## config.mk

```make
export PLATFORM = sky130hd
export DESIGN_NAME = sum_n
export DESIGN_NICKNAME = d
export VERILOG_FILES = /design/src/rtl/sum_n.sv
export SDC_FILE = /design/constraint.sdc
export NUM_CORES = 1
export LEC_CHECK = 0
export ABC_AREA = 1
export BUFFER_PORTS_ARGS = -buffer_cell sky130_fd_sc_hd__buf_2
export CAP_MARGIN = 30
export CORE_UTILIZATION = 38
export CTS_CLUSTER_SIZE = 25
export DETAILED_ROUTE_END_ITERATION = 6
export HOLD_SLACK_MARGIN = 0.12
export PLACE_DENSITY = 0.7
export SLEW_MARGIN = 15
export SYNTH_ARGS = -nofsm -noshare
export SYNTH_HDL_FRONTEND = slang
export SYNTH_SLANG_ARGS = --single-unit
```

## constraint.sdc

```tcl
create_clock -name clk -period 3.2 [get_ports clk]
set_input_delay 0.64 -clock clk [delete_from_list [all_inputs] [get_ports clk]]
set_output_delay 0.64 -clock clk [all_outputs]
set_load 0.01 [all_outputs]
```

## src/rtl/sum_n.sv

```systemverilog
// sum_n: parametrised serial accumulator.
// After a start request, sums NUM_SAMPLES input words qualified by d_valid,
// presents the total, pulses done for one cycle, and returns to idle.
// Optional build macro SUM_N_SAT_EN: saturating addition with a sticky ovf flag.
// Without it, the sum wraps modulo 2**SUM_W and ovf is tied low.
//
// state | meaning
// ------+---------------------------------------------------------------
// IDLE  | ready high, waiting for start; previous result held
// ACC   | accepting d on d_valid; first word loads, later words add
// DONE  | one-cycle done strobe, final total on sum
module sum_n #(
  parameter int DATA_W      = 8,
  parameter int SUM_W       = 10,
  parameter int NUM_SAMPLES = 4,
  parameter int CNT_W       = 3
) (
  input  logic              clk,
  input  logic              reset,
  input  logic              start,
  input  logic [DATA_W-1:0] d,
  input  logic              d_valid,
  output logic [SUM_W-1:0]  sum,
  output logic              ready,
  output logic              done,
  output logic [CNT_W-1:0]  count,
  output logic              ovf
);

  typedef enum logic [1:0] {
    S_IDLE = 2'd0,
    S_ACC  = 2'd1,
    S_DONE = 2'd2
  } state_t;

  state_t            state_q;
  logic [SUM_W-1:0]  sum_q;
  logic [CNT_W-1:0]  count_q;
  logic              ready_q;
  logic              done_q;

  logic [SUM_W-1:0]  d_ext;
  logic [SUM_W-1:0]  sum_add_d;
  logic              last_d;

  // Widen the incoming word and flag the final sample of the operation
  assign d_ext  = SUM_W'(d);
  assign last_d = (count_q == CNT_W'(NUM_SAMPLES - 1));

`ifdef SUM_N_SAT_EN
  logic              ovf_q;
  logic [SUM_W:0]    add_wide_d;
  logic              ovf_set_d;

  // Add with a carry bit so an overflowing add clamps to all-ones
  always_comb begin
    add_wide_d = {1'b0, sum_q} + {1'b0, d_ext};
    ovf_set_d  = add_wide_d[SUM_W];
    sum_add_d  = add_wide_d[SUM_W] ? {SUM_W{1'b1}} : add_wide_d[SUM_W-1:0];
  end

  assign ovf = ovf_q;
`else
  // Plain modulo-2**SUM_W addition
  always_comb begin
    sum_add_d = sum_q + d_ext;
  end

  assign ovf = 1'b0;
`endif

  // Controller: state, accumulator, counter and registered Moore outputs
  always_ff @(posedge clk or posedge reset) begin
    if (reset) begin
      state_q <= S_IDLE;
      sum_q   <= '0;
      count_q <= '0;
      ready_q <= 1'b1;
      done_q  <= 1'b0;
`ifdef SUM_N_SAT_EN
      ovf_q   <= 1'b0;
`endif
    end else begin
      case (state_q)
        S_IDLE: begin
          done_q <= 1'b0;
          if (start) begin
            state_q <= S_ACC;
            count_q <= '0;
            ready_q <= 1'b0;
          end
        end
        S_ACC: begin
          if (d_valid) begin
            count_q <= count_q + CNT_W'(1);
            if (count_q == '0) begin
              // first word of an operation loads and clears overflow history
              sum_q <= d_ext;
`ifdef SUM_N_SAT_EN
              ovf_q <= 1'b0;
`endif
            end else begin
              sum_q <= sum_add_d;
`ifdef SUM_N_SAT_EN
              ovf_q <= ovf_q | ovf_set_d;
`endif
            end
            if (last_d) begin
              state_q <= S_DONE;
              done_q  <= 1'b1;
            end
          end
        end
        S_DONE: begin
          state_q <= S_IDLE;
          done_q  <= 1'b0;
          ready_q <= 1'b1;
        end
        default: begin
          state_q <= S_IDLE;
          done_q  <= 1'b0;
          ready_q <= 1'b1;
        end
      endcase
    end
  end

  assign sum   = sum_q;
  assign count = count_q;
  assign ready = ready_q;
  assign done  = done_q;

endmodule
```

==> reports/results.txt, run 1 <==
# rows -> 21
Critical path class -> primary input to register
Filler cell count -> 366
Count of cell types in the netlist -> 34
CTS buffer count -> 3
Congestion Overflow GR -> 0
Gate Count Post-Synth -> 169
Max_slew headroom -> 56.1%
Cell area power density -> 980 nW/um2
Number of flops mapped to enable cells by yosys -> 0
Most used cell, CP -> nand2_1
Slowest stage delay, CP -> 410 ps
Worst IR Drop VDD -> 540 uV
Total GRT Usage -> 16.2%
Synth Register Bits -> 17
Leakage -> 0.814 nW
# nets final -> 220
Synthesized Nets -> 193
DRT antenna net count -> 0
# IOs -> 28
Syn avg cell area -> 7.85 um2
Starting density of the core -> 39.7%
# diodes -> 0
Yosys warning count -> 0
Crit. End Element -> register
Asr flop ratio synth -> 100%
Run status -> completed
Synth top area cells -> dfrtp_1 (30%), nand2_1 (12%), ha_1 (10%), nand3_1 (6.0%), inv_1 (4.5%)
CTS Hold Bufs -> 0
Largest area contributor in the netlist -> dfrtp_1
Post-cts repair resize count -> 0
Final setup violation count -> 0
Total power -> 0.00148 W
Worst min-delay path category -> primary input to asynchronous set/reset pin
Clock-pin slew on the worst setup and hold paths -> 110 ps
Global-route wire length before repair -> 4440 um
Fin crit share -> 55.4%
# H-tree levels -> 1
Largest net degree at the start of global routing -> 18
Mapped Area -> 1330 um2
Die W -> 61.1 um
PortBufs -> 26
RSZ-0062 raised after global routing -> false
Fin util -> 45.1%
Core Footprint -> 3340 um2
Setup TNS -> 0 ps
Data arrival time of the worst path -> 2000 ps
Worst Path Max Fanout -> 4
TritonCTS clock tree -> yes
Detailed Route WL -> 2680 um
WL/cell -> 11.1 um
Placer Congestion -> 0.810
Root buf cell -> clkbuf_4
Layout cells sized above 1 -> 29.2%
P&R area growth vs syn -> 13.6%
Antenna violations before repair -> 0
Clock Path Buffers -> 2
DR vias/cell -> 4.73
Hold WS -> 407 ps
Top-count cell post-synth -> nand2_1
Seq/Total Area, Yosys -> 32.2%
Vias in the first global route -> 1063
Post-CTS Setup Bufs -> 0
Worst path cell trace -> buf_2, ha_1, fa_1, nand2_1, nand3_2, nand3_1, nand2_1, nand2_1, nand3_1, a21boi_1
CP max stage cell -> fa_1
Clock Skews -> 6.01 ps
Worst Max-Slew Pin Slew -> 658 ps
Die Area -> 3730 um2
Max Cap Viol -> 0
R2R cell count -> 9
Clock Latency Late Sink -> 300 ps
Via count -> 1140
DR pass1 iterations -> 4
Required @ worst endpoint -> 3430 ps
Final Slew Violations -> 0
Fmax -> 564 MHz
Worst setup SP type -> primary input
Detailed-placement wirelength estimate -> 2080 um
Chip height -> 61.1 um
Share of the synthesized area in the top cell type -> 30.2%
Final min period -> 1770 ps
Most used DFF post-synth -> dfrtp_1
Fin. Hold Viols -> 0
DRC -> 0
Top cells by count, synth -> nand2_1 (44), dfrtp_1 (16), inv_1 (16), nand3_1 (16), nor2_1 (14)
Number of clock sinks -> 17
DR iter-0 viols -> 22
[flip-flops by register name, summed over array words and instances (netlist names)]
| name | cells |
|---|---|
| count | 3 |
| sum | 10 |
| state_q | 2 |
| ready | 1 |
| done | 1 |
[worst max-delay path, delay by kind of cell]
family / cells / cell delay (ps)
adders and majority gates: 2 / 640
and+or+nand+nor: 6 / 460
AOI/OAI and AO/OA: 1 / 150
buffers and inverters: 1 / 110
[cell type report]
class | count | area [um2] | area share (%)
Timing Repair Buffer | 26 | 130 | 8.64
Clock buffer | 3 | 22.5 | 1.50
Inverter | 20 | 77.6 | 5.15
Sequential cell | 17 | 427 | 28.3
Tap cell | 46 | 57.6 | 3.82
Clock inverter | 1 | 7.51 | 0.498
Multi-Input combinational cell | 128 | 785 | 52.1
[routing by layer]
metal,wire (um),GRT usage [%],vias up
li1,-,-,597
met1,1280,19.4,516
met2,1270,28.4,23
met3,105,4.20,4
met4,25,4.87,0
met5,0,0,-
[final timing paths]
check / slack (ps) / end / from
worst max-delay path: 1430 / sum[6]$_DFFE_PP0P_ / d[0]
worst min-delay path: 410 / sum[5]$_DFFE_PP0P_ / reset
worst max register to register: 1470 / sum[6]$_DFFE_PP0P_ / sum[0]$_DFFE_PP0P_
worst min register to register: 510 / done$_DFFE_PP0P_ / done$_DFFE_PP0P_
max in group asynchronous: 2370 / sum[2]$_DFFE_PP0P_ / reset
min in group clk: 510 / done$_DFFE_PP0P_ / done$_DFFE_PP0P_
[power breakdown]
group / internal, W / total, W / switching [W]
clock network: 0.0000477 / 0.000122 / 0.0000746
registers: 0.000316 / 0.000394 / 0.0000777
logic: 0.000379 / 0.000960 / 0.000581
total: 0.000743 / 0.00148 / 0.000733
[cell usage in the layout (no fill, tap or decap), types with 3 or more instances in the layout]
master / synthesis / layout
o21ai_2: 4 / 4
o21ai_0: 3 / 3
nand3_1: 16 / 16
ha_1: 11 / 11
inv_1: 16 / 16
nand3_2: 4 / 4
a21oi_1: 6 / 6
a21oi_2: 5 / 5
buf_2: 0 / 26
nor2_1: 14 / 14
nand2_1: 44 / 44
clkbuf_4: 1 / 3
dfrtp_1: 16 / 16
inv_2: 3 / 3
[metrics by stage]
| stage | instance area (um2) | setup WS [ps] | std cells |
|---|---|---|---|
| global route | 1510 | 1330 | 241 |
| floorplan | 1330 | 1330 | 169 |
| detailed placement | 1480 | 1120 | 237 |
| CTS | 1510 | 1440 | 241 |
| finish | 1510 | 1430 | 241 |
| global placement | 1480 | 1150 | 237 |
[cells by family (layout without fill, tap and decap cells)]
| family | Yosys count | in the layout | share of synthesized area (%) |
|---|---|---|---|
| simple gates | 88 | 88 | 31.2 |
| compound gates | 26 | 26 | 15.1 |
| buf+inv | 24 | 50 | 8.68 |
| flops | 17 | 17 | 32.2 |
| fa+ha+maj | 12 | 12 | 11.9 |
| other cells | 1 | 1 | 0.283 |
| xor+xnor | 1 | 1 | 0.660 |
(Power assumes the default switching activity.)
==> run 2, diff against run 1 <==
--- a/config.mk
+++ b/config.mk
@@ -12,7 +12,7 @@
 export CTS_CLUSTER_SIZE = 25
 export DETAILED_ROUTE_END_ITERATION = 6
 export HOLD_SLACK_MARGIN = 0.12
-export PLACE_DENSITY = 0.7
+export PLACE_DENSITY = 0.72
 export SLEW_MARGIN = 15
 export SYNTH_ARGS = -nofsm -noshare
 export SYNTH_HDL_FRONTEND = slang
==> constraint.sdc (replaced) <==
create_clock -name clk -period 1.5 [get_ports clk]
set_input_delay 0.3 -clock clk [delete_from_list [all_inputs] [get_ports clk]]
set_output_delay 0.3 -clock clk [all_outputs]
set_load 0.01 [all_outputs]
==> run 2 against run 1 <==
Against the previous run: the flow now finishes with violations (setup timing); non-clock buffer count is 14 higher; sequential power is 120% higher; clock skew is 1.7 ps higher; critical path depth is 1 lower; final cell count is 5.8% higher; clock power is 120% higher; critical endpoint unchanged.
==> reports/results.txt, run 2 (synthesized netlist as in run 1, its figures left out) <==
Max Cap Viol -> 0 (unchanged)
DR iter-0 viols -> 74 (+240%)
PortBufs -> 26 (unchanged)
Clock Latency Late Sink -> 300 ps (about the same)
WHS Path Cells -> 3
R2R cell count -> 9 (unchanged)
Crit. End Element -> register
Cell family with most CP delay -> adder cells
Starting density of the core -> 39.7% (unchanged)
Placer Congestion -> 0.812 (+0.26%)
Final min period -> 1580 ps
Critical path class -> register to register
Detailed Route WL -> 2970 um (+11%)
DRC -> 0 (unchanged)
CP max stage cell -> dfrtp_1
Most used cell, CP -> nand2_1
RSZ-0062 raised after global routing -> true
DR vias/cell -> 4.78 (+1.1%)
Final worst slack -> -82.2 ps (-1510 ps)
# diodes -> 0 (unchanged)
Number of clock sinks -> 17 (unchanged)
Hold WS -> 252 ps (-155 ps)
Leakage -> 0.888 nW (+9.1%)
Clock Skews -> 7.68 ps (+1.67 ps)
Required @ worst endpoint -> 1730 ps (-1700 ps)
Die W -> 61.1 um (unchanged)
R2R setup slack -> -80 ps (-1550 ps)
Largest net degree at the start of global routing -> 18 (unchanged)
Pre-CTS WS -> -108 ps (-1230 ps)
Final setup violation count -> 4 (+4)
Global-route wire length before repair -> 5000 um (+13%)
Root buf cell -> clkbuf_4
WL/cell -> 11.7 um (+4.9%)
Max reg flops -> 10 (unchanged)
Final Slew Violations -> 0 (unchanged)
Cell area power density -> 2120 nW/um2 (+120%)
Worst path cell trace -> ha_2, fa_2, nand2_2, nand3_4, nand3_2, nand2_1, nand2_1, nand3_1, a21boi_1
Fin util -> 52.2% (+7.0 points)
Total GRT Usage -> 18.1% (+1.9 points)
# nets final -> 234 (+6.4%)
Fin crit share -> 105%
Worst IR Drop VDD -> 1360 uV (+150%)
Most common cell after layout, fill and taps aside -> nand2_1
Congestion Overflow GR -> 0 (unchanged)
Run status -> finished, violations left
Core Footprint -> 3340 um2 (unchanged)
# IOs -> 28 (unchanged)
Post-CTS Setup Bufs -> 0 (unchanged)
Antenna violations before repair -> 0 (unchanged)
DR pass1 iterations -> 4 (unchanged)
Chip height -> 61.1 um (unchanged)
Setup TNS -> -181 ps (-181 ps)
Most frequent cells in the layout -> nand2_1 (42), buf_2 (26), inv_1 (16), dfrtp_1 (16), nor2_1 (14)
Worst Path Max Fanout -> 4 (unchanged)
Fmax -> 632 MHz
Detailed-placement wirelength estimate -> 2180 um (+4.7%)
DRT antenna net count -> 0 (unchanged)
# H-tree levels -> 1 (unchanged)
Layout cells sized above 1 -> 41.6% (+12 points)
Worst setup SP type -> register
TritonCTS clock tree -> yes
P&R area growth vs syn -> 31.3%
Clock Path Buffers -> 2 (unchanged)
Crit path depth -> 9 (-1)
Clock-pin slew on the worst setup and hold paths -> 120 ps (about the same)
CTS buffer count -> 3 (unchanged)
Data arrival time of the worst path -> 1820 ps (-180 ps)
Worst min-delay path category -> primary input to register
Vias in the first global route -> 1173 (+10%)
Fin. Hold Viols -> 0 (unchanged)
# rows -> 21 (unchanged)
Via count -> 1220 (+7.0%)
WP buf/inv -> 0 (-1)
Die Area -> 3730 um2 (unchanged)
Slowest stage delay, CP -> 400 ps (about the same)
Violated checks -> setup timing
run 2: cell types whose count changed in the layout (fill, tap and decap cells not counted), moves of 2 or more:
cell	before	now
a21oi_1	6	4
a21oi_2	5	7
buf_4	0	13
ha_1	11	4
ha_4	0	6
nand2_1	44	42
nand2_2	2	4
nand3_1	16	12
nand3_2	4	7
run 2: metal layers:
metal,track usage (%),share of wire (%),vias up
met3,4.20,3.0,2
li1,-,-,628
met5,0,0,-
met2,30.9,52,20
met4,2.92,0.44,0
met1,23.7,45,570
run 2: layout make-up:
cell class | instances | area [um2]
Tap cell | 46 | 57.6
Sequential cell | 17 | 427
Multi-Input combinational cell | 128 | 912
Fill cell | 323 | 1600
Clock buffer | 3 | 22.5
Inverter | 20 | 77.6
Timing Repair Buffer | 40 | 238
Clock inverter | 1 | 7.51
run 2: worst paths after layout:
kind	startpoint	endpoint
max	sum[0]$_DFFE_PP0P_	sum[6]$_DFFE_PP0P_
min	start	ready$_DFFE_PP1P_
max reg2reg	sum[0]$_DFFE_PP0P_	sum[6]$_DFFE_PP0P_
min reg2reg	done$_DFFE_PP0P_	done$_DFFE_PP0P_
max in group asynchronous	reset	ready$_DFFE_PP1P_
min in group asynchronous	reset	sum[6]$_DFFE_PP0P_
run 2: worst min-delay path: stages:
cell and delay [ps]:
buf_2 80, nand2_1 70, o21a_1 110
run 2: report_power, final:
part           internal (W)  leakage [nW]  switching, W
combinational       0.00116         0.669       0.00138
sequential         0.000674         0.205      0.000204
clock              0.000101        0.0139      0.000165
run 2: metrics by stage:
step	std cells	instance area [um2]	total power (W)
3_5_place_dp	250	1580	0.00314
5_1_grt	255	1740	0.00408
4_1_cts	255	1650	0.00350
6_report	255	1740	0.00369
3_3_place_gp	250	1580	0.00309
2_1_floorplan	169	1330	0.00246
run 2: repair_timing:
action / in CTS / in global routing
pin swaps: 1 / 5
hold buffers: 1 / 0
endpoints found under the hold margin: 16 / 0
resized for setup: 5 / 12
endpoints found under the setup margin: 5 / 7
